## config.mk

```make
export PLATFORM = sky130hd
export DESIGN_NAME = cell_editor
export DESIGN_NICKNAME = d
export VERILOG_FILES = /design/src/rtl/life_pkg.sv /design/src/rtl/button_debouncer.sv /design/src/rtl/cell_editor.sv
export SDC_FILE = /design/constraint.sdc
export NUM_CORES = 1
export LEC_CHECK = 0
export ABC_AREA = 1
export CAP_MARGIN = 10
export CORE_ASPECT_RATIO = 1.5
export CORE_MARGIN = 2
export CORE_UTILIZATION = 60
export CTS_CLUSTER_DIAMETER = 50
export DETAILED_ROUTE_END_ITERATION = 10
export PLACE_DENSITY = 0.79
export SLEW_MARGIN = 25
export SYNTH_ARGS = -nofsm -noshare
export SYNTH_HDL_FRONTEND = slang
export SYNTH_HIERARCHICAL = 1
export SYNTH_SLANG_ARGS = --single-unit
```

## constraint.sdc

```tcl
create_clock -name clk_in -period 2.3 [get_ports clk_in]
set_input_delay 0.46 -clock clk_in [delete_from_list [all_inputs] [get_ports clk_in]]
set_output_delay 0.46 -clock clk_in [all_outputs]
set_load 0.02 [all_outputs]
```

## src/rtl/life_pkg.sv

```systemverilog
`default_nettype none
// +----------------------------------------------------------------------------+
// | life_pkg : editor FSM state type, button indices, cell-index width helper  |
// | Revision : 1.0                                                             |
// +----------------------------------------------------------------------------+
package life_pkg;

    typedef enum logic [1:0] {
        ST_IDLE  = 2'd0,
        ST_READ  = 2'd1,
        ST_WRITE = 2'd2
    } editor_state_e;

    localparam int NUM_BUTTONS = 5;
    localparam int BTN_TOGGLE  = 0;
    localparam int BTN_UP      = 1;
    localparam int BTN_DOWN    = 2;
    localparam int BTN_LEFT    = 3;
    localparam int BTN_RIGHT   = 4;

    // Bit width needed to index one of `cells` cells (never less than 1).
    function automatic int cell_idx_width(input int cells);
        return (cells > 2) ? $clog2(cells) : 1;
    endfunction

endpackage : life_pkg
`default_nettype wire

```

## src/rtl/button_debouncer.sv

```systemverilog
`default_nettype none
// +----------------------------------------------------------------------------+
// | button_debouncer : 2-flop sync, level debouncer, rising-edge press pulse,  |
// |                    optional auto-repeat while held (REPEAT_EN)            |
// | Revision : 1.0                                                             |
// +----------------------------------------------------------------------------+
module button_debouncer #(
    parameter int DEBOUNCE_CYCLES = 1_000_000,
    parameter int REPEAT_CYCLES   = 25_000_000,
    parameter bit REPEAT_EN       = 1'b0
) (
    input  logic clk_in,
    input  logic rst_n_in,
    input  logic btn_in,
    output logic press_out
);

    localparam int CW = (DEBOUNCE_CYCLES > 1) ? $clog2(DEBOUNCE_CYCLES) : 1;

    logic          sync1;
    logic          sync2;
    logic          level;
    logic [CW-1:0] cnt;
    logic          accept;
    logic          rise;
    logic          rep_fire;

    // cnt tracks consecutive samples that disagree with the accepted level;
    // any sample agreeing with it restarts the run.
    assign accept = (sync2 != level) && (cnt == CW'(DEBOUNCE_CYCLES - 1));
    assign rise   = accept && sync2;

    always_ff @(posedge clk_in or negedge rst_n_in) begin
        if (!rst_n_in) begin
            sync1 <= 1'b0;
            sync2 <= 1'b0;
            level <= 1'b0;
            cnt   <= '0;
        end else begin
            sync1 <= btn_in;
            sync2 <= sync1;
            if (sync2 == level) begin
                cnt <= '0;
            end else if (accept) begin
                cnt   <= '0;
                level <= sync2;
            end else begin
                cnt <= cnt + CW'(1);
            end
        end
    end

    generate
        if (REPEAT_EN) begin : g_repeat
            localparam int RW = (REPEAT_CYCLES > 1) ? $clog2(REPEAT_CYCLES) : 1;
            logic [RW-1:0] rep_cnt;

            assign rep_fire = level && (rep_cnt == RW'(REPEAT_CYCLES - 1));

            always_ff @(posedge clk_in or negedge rst_n_in) begin
                if (!rst_n_in) begin
                    rep_cnt <= '0;
                end else if (!level || rep_fire) begin
                    rep_cnt <= '0;
                end else begin
                    rep_cnt <= rep_cnt + RW'(1);
                end
            end
        end else begin : g_no_repeat
            assign rep_fire = 1'b0;
        end
    endgenerate

    always_ff @(posedge clk_in or negedge rst_n_in) begin
        if (!rst_n_in) begin
            press_out <= 1'b0;
        end else begin
            press_out <= rise || rep_fire;
        end
    end

endmodule : button_debouncer
`default_nettype wire

```

## src/rtl/cell_editor.sv

```systemverilog
`default_nettype none
// +----------------------------------------------------------------------------+
// | cell_editor : cursor movement and read-modify-write cell toggle for a      |
// |               line buffer. Define CELL_EDITOR_AUTOREPEAT_EN for repeat.    |
// | Revision : 1.0                                                             |
// +----------------------------------------------------------------------------+
module cell_editor
    import life_pkg::*;
#(
    parameter int LINE_WIDTH      = 8,
    parameter int ADDR_SIZE       = 3,
    parameter int DEBOUNCE_CYCLES = 1_000_000,
    parameter int REPEAT_CYCLES   = 25_000_000
) (
    input  logic                                    clk_in,
    input  logic                                    rst_n_in,
    input  logic                                    btnc_in,
    input  logic                                    btnu_in,
    input  logic                                    btnd_in,
    input  logic                                    btnl_in,
    input  logic                                    btnr_in,
    input  logic                                    edit_en_in,
    output logic [ADDR_SIZE-1:0]                    addr_r_out,
    input  logic [LINE_WIDTH-1:0]                   data_r_in,
    output logic [ADDR_SIZE-1:0]                    addr_w_out,
    output logic [LINE_WIDTH-1:0]                   data_w_out,
    output logic                                    we_out,
    output logic [cell_idx_width(LINE_WIDTH)-1:0]   cursor_x_out,
    output logic [ADDR_SIZE-1:0]                    cursor_y_out,
    output logic                                    busy_out
);

    localparam int XW = cell_idx_width(LINE_WIDTH);

`ifdef CELL_EDITOR_AUTOREPEAT_EN
    localparam bit REPEAT_DIR = 1'b1;
`else
    localparam bit REPEAT_DIR = 1'b0;
`endif

    logic [NUM_BUTTONS-1:0] btn_raw;
    logic [NUM_BUTTONS-1:0] press;

    assign btn_raw[BTN_TOGGLE] = btnc_in;
    assign btn_raw[BTN_UP]     = btnu_in;
    assign btn_raw[BTN_DOWN]   = btnd_in;
    assign btn_raw[BTN_LEFT]   = btnl_in;
    assign btn_raw[BTN_RIGHT]  = btnr_in;

    generate
        for (genvar i = 0; i < NUM_BUTTONS; i++) begin : g_btn
            button_debouncer #(
                .DEBOUNCE_CYCLES (DEBOUNCE_CYCLES),
                .REPEAT_CYCLES   (REPEAT_CYCLES),
                .REPEAT_EN       (REPEAT_DIR && (i != BTN_TOGGLE))
            ) u_debouncer (
                .clk_in    (clk_in),
                .rst_n_in  (rst_n_in),
                .btn_in    (btn_raw[i]),
                .press_out (press[i])
            );
        end
    endgenerate

    editor_state_e          state;
    logic [XW-1:0]          cursor_x;
    logic [ADDR_SIZE-1:0]   cursor_y;
    logic [XW-1:0]          lat_x;
    logic [ADDR_SIZE-1:0]   lat_y;

    assign cursor_x_out = cursor_x;
    assign cursor_y_out = cursor_y;
    assign addr_r_out   = (state == ST_READ) ? lat_y : cursor_y;

    always_ff @(posedge clk_in or negedge rst_n_in) begin
        if (!rst_n_in) begin
            state      <= ST_IDLE;
            cursor_x   <= '0;
            cursor_y   <= '0;
            lat_x      <= '0;
            lat_y      <= '0;
            we_out     <= 1'b0;
            busy_out   <= 1'b0;
            addr_w_out <= '0;
            data_w_out <= '0;
        end else begin
            we_out <= 1'b0;
            case (state)
                ST_IDLE: begin
                    if (edit_en_in) begin
                        // Opposing presses on one axis cancel; axes are independent.
                        if (press[BTN_RIGHT] && !press[BTN_LEFT]) begin
                            cursor_x <= cursor_x + XW'(1);
                        end else if (press[BTN_LEFT] && !press[BTN_RIGHT]) begin
                            cursor_x <= cursor_x - XW'(1);
                        end
                        if (press[BTN_DOWN] && !press[BTN_UP]) begin
                            cursor_y <= cursor_y + ADDR_SIZE'(1);
                        end else if (press[BTN_UP] && !press[BTN_DOWN]) begin
                            cursor_y <= cursor_y - ADDR_SIZE'(1);
                        end
                        if (press[BTN_TOGGLE]) begin
                            state    <= ST_READ;
                            lat_x    <= cursor_x;
                            lat_y    <= cursor_y;
                            busy_out <= 1'b1;
                        end
                    end
                end
                ST_READ: begin
                    state      <= ST_WRITE;
                    we_out     <= 1'b1;
                    addr_w_out <= lat_y;
                    data_w_out <= data_r_in ^ (LINE_WIDTH'(1) << lat_x);
                end
                ST_WRITE: begin
                    state    <= ST_IDLE;
                    busy_out <= 1'b0;
                end
                default: begin
                    state    <= ST_IDLE;
                    busy_out <= 1'b0;
                end
            endcase
        end
    end

endmodule : cell_editor
`default_nettype wire

```

# Yosys cells after proc, flatten, opt, wreduce, memory -nomap -nowiden
# Cells that the tools add are included.
[word_totals]
wordCells = 122
romBits = 0
ramBits = 0
out_inout_bits = 22
in_bits = 16
register_bits = 147
latch_bits = 0
memories = 0
[classes]
eq_ne = 18
shift = 1
n_mul = 0
bitwise = 7
n_div = 0
mux = 22
order_cmp = 0
n_reduce_logical = 31
n_addsub = 9
[op_table]
columns = ["cell", "n"]
rows = [
  ["20-bit 2-to-1 mux", 10],
  ["20-bit by 1-bit adder with 20-bit output (second input constant)", 5],
  ["20-bit equality test (second input constant)", 5],
  ["3-bit 2-to-1 mux", 5],
  ["1-bit logical AND", 14],
  ["2-bit AND reduction", 6],
  ["3-bit AND reduction", 4],
  ["1-bit by 3-bit left shift with 8-bit output (first input constant)", 1],
  ["8-bit XOR", 1],
  ["3-bit by 1-bit adder with 3-bit output (second input constant)", 2],
  ["1-bit NOT", 6],
  ["3-bit by 1-bit subtractor with 3-bit output (second input constant)", 2],
  ["1-bit equality test", 5],
  ["1-bit != test", 5],
  ["1-bit logical NOT", 4],
  ["2-bit 2-to-1 mux", 2],
  ["2-bit one-hot mux with 2 select lines", 1],
  ["2-bit nonzero test", 2],
  ["1-bit 2-to-1 mux", 3],
  ["2-bit by 1-bit equality test with 1-bit output (second input constant)", 1],
  ["2-bit logical NOT", 1],
  ["2-bit by 1-bit != test with 1-bit output (second input constant)", 1],
  ["2-bit != test (second input constant)", 1],
  ["1-bit one-hot mux with 2 select lines", 1],
]

# Logic depth before layout (Yosys ltp)
# Gate-level depths: netlist of the first run.
[depth]
ltp_word = 4
mapped_depth = 9

# Modules after synthesis
# Netlist of the first run, hierarchy kept.
[by_module_without_submodules]
columns = ["mod", "seq_area_each_um2", "n_inst", "area_each_um2", "cells_each"]
rows = [
  ["button_debouncer", 600.6, 5, 1316.3, 166],
  ["cell_editor", 675.6, 1, 1385.1, 160],
]

# Worst setup path after synthesis of the first run
# OpenSTA, ideal clock, no wires.
[synth_path]
kind = "reg-to-output"
from = "register state[0]"
to = "output port addr_r_out[1]"
path_buffers = 1
path_stages_with_launch = 5
path_slack_ns = 0.720
arrival_time_ns = 1.120
path_cell_list = "dfrtp_1 inv_2 nor2_4 buf_6 o21ai_0"
[synth_between]
elab_chain_len = 2
[synth_rtl]
columns = ["element", "line", "source"]
rows = [
  ["start, declared", "cell_editor.sv:65", "editor_state_e state;"],
  ["start signal, assigned", "cell_editor.sv:77", "state <= ST_IDLE;"],
  ["start signal, assigned", "cell_editor.sv:103", "state <= ST_READ;"],
  ["start signal, assigned", "cell_editor.sv:111", "state <= ST_WRITE;"],
  ["2-bit by 1-bit equality test with 1-bit output", "cell_editor.sv:73", "assign addr_r_out = (state == ST_READ) ? lat_y : cursor_y;"],
  ["3-bit 2-to-1 mux", "cell_editor.sv:73", ""],
  ["end, declared", "cell_editor.sv:23", "output logic [ADDR_SIZE-1:0] addr_r_out,"],
]
# Every way passes these cells.

# Worst setup path after layout of the first run
[layout_path]
from = "register state[1]"
to = "output port addr_r_out[2]"
# Same word-level chain as after synthesis.

==> run summary, run 1 <==
Status = finished clean
Rel. slew slack = 63.66%
Yosys warnings = 6
CP startpoint kind = flop
PortBufs = 37
Final std cells w/o fill = 1212
Vias in the first global route = 6502
CTS tree = done
Layout cell share with drive strength beyond 1 = 12.63%
Crit path DAT = 1550 ps
Final setup margin = 288.1 ps
Post-CTS Setup Bufs = 0
Total of max-cap violations = 0
Place WS = 442.0 ps
Hold Vio Cnt, Final = 0
CTS Buf Count = 17
Final critical-path share of the clock period = 87.47%
Setup TNS = 0 ps
Post-Synthesis Cells = 990
Vias per inst = 5.362
Die area = 0.01423 mm²
Crit-path slowest cell = dfrtp_1
CTS sink cnt = 147
Synth cell types = 26
Final ANT Viol Nets = 0
Max IR drop VDD = 587.2 µV
WS Path Type = flop to primary output
Vias = 6499
Initial antenna violation count = 0
Wirelength per Cell = 13.38 µm
Largest net degree at the start of global routing = 60
Starting Density = 61.50%
Post-CTS Hold Fix Bufs = 0
Req. time, crit path = 1840 ps
CP endpoint kind = primary output
# IOs = 38
Max-slew violation count = 0
Starting DRT DRC Count = 327
CP max FO = 8
Tot GR Track Use = 24.14%
Die height = 145.1 µm
Row cnt = 51
CTS H-tree depth = 4
Area Overhead vs Synth = 14.20%
Syn avg cell area = 8.047 µm²
Minimum clock period = 2012 ps
CORE AREA = 0.01295 mm²
Number of diodes = 0
# DRC = 0
Placed instance area = 0.008489 mm²
Placer Congestion = 0.9064
Drt pass-1 iters = 5
Slew @ Worst Pin = 545.2 ps
Critical Path Max Stage Delay = 430 ps
CTS resizes = 2
Critical Path, Cell by Cell = nor2_4, nand2_1, o21ai_0, dlygate4sd2_1
Layout Utilization = 70.23%
Setup-failing EPs final = 0
CTS clock-pin slew for the worst setup and hold paths = 60 ps
Hold Crit Class = input port to asynchronous set/reset pin
Clock tree buffer depth = 2
WL final = 16220 µm
Hold slack = 2.184 ps
Power per cell area = 622.5 mW/mm²
Syn_nets = 1015
Clock insertion delay at the later pin of the skew report = 420 ps
Root buf cell = clkbuf_16
DP Wirelength = 11400 µm
First-pass GRT wire length = 28260 µm
RSZ-0062 raised after global routing = false
Grt ovf = 0
Pwr Total = 5.663 mW
Clock skew = 8.746 ps
# placed instances = 1180
FF+latch count, synth = 147
Sequential area share after synthesis = 46.18%
Nets = 1065
Fmax = 0.4970 GHz
Mapped cell area = 0.007966 mm²
Design Area, Final = 0.009097 mm²
Die Wd = 98.08 µm
Leakage power = 4.206 nW
==> flip-flops by register name (all words and copies together) (netlist names), 5 cells and up <==
register,cells
g_btn.u_debouncer/sync1,5
data_w_out,8
g_btn.u_debouncer/cnt,100
g_btn.u_debouncer/press_out,5
g_btn.u_debouncer/level,5
g_btn.u_debouncer/sync2,5
==> logic make-up after synthesis <==
group	share of synthesized area (%)
fa+ha+maj	1.602
xor+xnor	5.937
compound gates	3.235
flops	46.18
buf+inv	7.460
simple gates	35.59
==> synth_stat cells <==
cell | number | area, µm²
nand2_1 | 222 | 833.3
inv_2 | 9 | 33.78
nor3_1 | 20 | 100.1
or2_2 | 5 | 31.28
nand3_1 | 106 | 530.5
nand4_1 | 31 | 193.9
xor2_1 | 47 | 411.6
o21bai_1 | 2 | 15.01
o21ai_2 | 10 | 87.58
buf_4 | 7 | 52.55
buf_6 | 8 | 90.09
a21oi_1 | 15 | 75.07
nor2_2 | 21 | 131.4
nor2_4 | 23 | 259.0
nor2_1 | 152 | 570.6
nand2_4 | 5 | 56.30
o21ai_0 | 8 | 40.04
o21ai_1 | 8 | 40.04
ha_1 | 7 | 87.58
inv_1 | 110 | 412.9
nand2_2 | 11 | 68.82
buf_2 | 1 | 5.000
nand3_2 | 6 | 60.06
dfrtp_1 | 147 | 3679
fa_1 | 2 | 40.04
xnor2_1 | 7 | 61.31
==> cell type report <==
type	instances	area [µm²]
fillers	1035	3856
multi-input cells	708	3694
flip-flops and latches	147	3679
repair buffers	47	471.7
inverters	119	446.7
clock buffers	17	425.4
well taps	159	198.9
clock inverters	15	182.7
==> layout by cell type (no fill, tap or decap), types with 6 or more instances in the layout <==
cell             count
nand2_1            222
nor2_1             152
dfrtp_1            147
inv_1              110
nand3_1            106
xor2_1              47
clkdlybuf4s50_1     33
nand4_1             31
nor2_4              23
nor2_2              21
nor3_1              20
clkbuf_16           17
a21oi_1             15
nand2_2             11
o21ai_2             10
inv_2                9
o21ai_0              8
o21ai_1              8
buf_4                8
xnor2_1              7
ha_1                 7
nand3_2              6
==> power by group <==
part           switching [mW]  internal (mW)  total, mW
Combinational           0.135         0.0737      0.208
Sequential             0.0202           2.62       2.64
Clock                    1.11           1.71       2.82
==> path summary, 6_finish.rpt <==
| path | startpoint | cells after the start | end | slack (ps) |
|---|---|---|---|---|
| min in group clk_in | g_btn[4].u_debouncer/sync1 | 0 | g_btn[4].u_debouncer/sync2 | 350 |
| max in group asynchronous | rst_n_in | 2 | g_btn[0].u_debouncer/cnt[0] | 1650 |
| min | rst_n_in | 1 | g_btn[1].u_debouncer/cnt[15] | 2 |
| min reg2reg | g_btn[4].u_debouncer/sync1 | 0 | g_btn[4].u_debouncer/sync2 | 350 |
| max reg2reg | g_btn[1].u_debouncer/cnt[0] | 5 | g_btn[1].u_debouncer/press_out | 680 |
| max | state[1] | 4 | addr_r_out[2] | 290 |
==> metal layers <==
metal / wire [µm] / GRT usage, %
met3: 640 / 5.539
met4: 359 / 8.472
met2: 8556 / 43.32
met5: 0 / 0
met1: 6664 / 27.92
==> worst max-delay path, delay by kind of cell, from the launching register on <==
kind	cells	cell delay, ps
and+or+nand+nor	2	280
DFF	1	430
buffers and inverters	1	350
AOI/OAI and AO/OA	1	70
Note: power is estimated with default switching activity, not from simulation.
==> run 2: changes to the inputs <==
- CORE_ASPECT_RATIO: 1.5 -> default
==> run 2 against run 1 <==
  * Power is 0.61% lower
  * Hold slack better by 350 ps
  * Clock-buffer cell count is 5 higher
  * Flip-flop and latch count stayed put
  * Sequential share of layout area hardly changed
  * Via count is 2.0% lower
  * Highest routed layer unchanged
  * Die area is 0.14% lower
  * Combinational power hardly changed
  * Core utilization is 0.64 points lower
==> run summary, run 2 (same netlist as run 1, synthesis figures left out) <==
WL final = 15710 µm (-3.1%)
Final setup margin = 131.7 ps (-156.4 ps)
First-pass GRT wire length = 27610 µm (-2.3%)
Clock insertion delay at the later pin of the skew report = 420 ps (about the same)
Final std cells w/o fill = 1228 (+1.3%)
Largest net degree at the start of global routing = 60 (unchanged)
Register Area = 0.003679 mm² (unchanged)
Starting DRT DRC Count = 610 (+87%)
CP endpoint kind = primary output
Hold slack = 349.5 ps (+347.3 ps)
Top Registers = g_btn.u_debouncer/cnt x100, data_w_out x8
Design Area, Final = 0.009106 mm² (about the same)
Layout cell share with drive strength beyond 1 = 12.26% (-0.37 points)
Critical Path, Cell by Cell = nor2_4, nand2_1, o21ai_0, dlygate4sd2_1
Number of diodes = 0 (unchanged)
Fmax = 0.4612 GHz (-7.2%)
Placed instance area = 0.008496 mm² (about the same)
Leakage power = 4.197 nW (-0.23%)
Filler instances = 1051 (+1.5%)
Starting Density = 60.88% (-0.62 points)
FF-to-FF Start = g_btn[0].u_debouncer/cnt[0]
Min-delay src = g_btn[2].u_debouncer/sync1
Drt pass-1 iters = 5 (unchanged)
Nets = 1064 (-0.094%)
WHS Path Cells = 0
Status = finished clean
Area Overhead vs Synth = 14.31% (about the same)
Clock skew = 6.787 ps (-1.959 ps)
Initial antenna violation count = 0 (unchanged)
Hold Vio Cnt, Final = 0 (unchanged)
Commonest non-fill, non-tap cell in the layout = nand2_1
Placer Congestion = 0.8980 (-0.93%)
R2r setup slk = 730 ps (+50 ps)
# DRC = 0 (unchanged)
Die Wd = 119.2 µm (+22%)
PortBufs = 37 (unchanged)
CTS Buf Count = 17 (unchanged)
Final critical-path share of the clock period = 94.28% (+6.8 points)
WS Path Type = flop to primary output
Rel. slew slack = 74.93% (+11 points)
Minimum clock period = 2168 ps (+156.4 ps)
Final ANT Viol Nets = 0 (unchanged)
Power per cell area = 618.1 mW/mm² (-0.71%)
Vias = 6370 (-2.0%)
Tot GR Track Use = 24.12% (about the same)
Wirelength per Cell = 12.80 µm (-4.4%)
Commonest non-fill, non-tap cells in the layout = 222 x nand2_1, 152 x nor2_1, 147 x dfrtp_1
Critical Path Max Stage Delay = 430 ps (about the same)
Setup-failing EPs final = 0 (unchanged)
# placed instances = 1195 (+1.3%)
CTS H-tree depth = 4 (unchanged)
CTS tree = done
Vias in the first global route = 5999 (-7.7%)
Multi-input logic area = 0.003694 mm² (unchanged)
CORE AREA = 0.01309 mm² (+1.0%)
Max IR drop VDD = 586.9 µV (about the same)
CP max FO = 9 (+1)
# IOs = 38 (unchanged)
Die height = 119.2 µm (-18%)
Total of max-cap violations = 0 (unchanged)
Post-CTS Setup Bufs = 0 (unchanged)
Place WS = 270.8 ps (-171.1 ps)
CTS clock-pin slew for the worst setup and hold paths = 60 ps (about the same)
Hold Crit Class = flop to flop
Req. time, crit path = 1840 ps (about the same)
Crit-path slowest cell = dfrtp_1
Reg2reg end = g_btn[0].u_debouncer/press_out
Row cnt = 42 (-18%)
Max-slew violation count = 0 (unchanged)
Hold Path Sink = g_btn[2].u_debouncer/sync2
RSZ-0062 raised after global routing = false
Number of flip-flops in the largest register = 100 (unchanged)
Die area = 0.01421 mm² (-0.14%)
CTS sink cnt = 147 (unchanged)
Vias per inst = 5.187 (-3.3%)
Grt ovf = 0 (unchanged)
Clock tree buffer depth = 2 (unchanged)
Slew @ Worst Pin = 376.0 ps (-169.2 ps)
Top reg by flops = g_btn.u_debouncer/cnt
Crit path DAT = 1710 ps (+160 ps)
FF-to-FF path depth = 5 (unchanged)
CP startpoint kind = flop
DP Wirelength = 11250 µm (-1.3%)
Setup TNS = 0 ps (unchanged)
Root buf cell = clkbuf_16
## run 2: critical path: cells and delay by family (launching register included)
kind / cells / cell delay, ps
buf+inv: 1 / 380
flops: 1 / 430
compound gates: 1 / 160
simple gates: 2 / 320
## run 2: final cells by class
type	instances	area share [%]
tap	176	2.418
clock inverter	10	1.429
multi-input combinational	708	40.56
inverter	119	4.905
clock buffer	22	5.207
sequential	147	40.40
timing repair buffer	46	5.084
## run 2: metal layers
layer	track usage [%]	share of wire, %	wire length, µm
met5	0	0	0
met4	6.250	0.58	91
met3	5.603	4.2	660
met2	37.90	47	7449
met1	34.02	48	7513
## run 2: worst max-delay path by stage
stage,from,to,slack (ps),cells past startpoint
2_1_floorplan,state[0],addr_r_out[1],720,4
3_3_place_gp,state[1],addr_r_out[2],270,4
3_5_place_dp,state[1],addr_r_out[2],270,4
4_1_cts,state[1],addr_r_out[2],110,4
5_1_grt,state[1],addr_r_out[2],50,4
6_report,state[1],addr_r_out[2],130,4
## run 2: power by group
group	internal [mW]	leakage [nW]	total (mW)	switching [mW]
sequential	2.62	1.96	2.64	0.0192
combinational	0.0721	1.95	0.207	0.135
clock	1.78	0.296	2.78	1.00
total	4.47	4.20	5.63	1.16
## run 2: metrics by stage
| step | utilization (%) | power, mW |
|---|---|---|
| after floorplan | - | 2.774 |
| after global placement | 64.93 | 2.885 |
| after detailed placement | 64.93 | 2.891 |
| after CTS | 69.59 | 5.696 |
| after global routing | 69.59 | 5.837 |
| final | 69.59 | 5.628 |
## run 2: what timing repair did
action                                  in CTS  in global routing
hold buffers                                 1                  0
gates resized for setup                      3                  0
hold endpoints to repair                    35                  0
endpoints found under the setup margin       3                  0
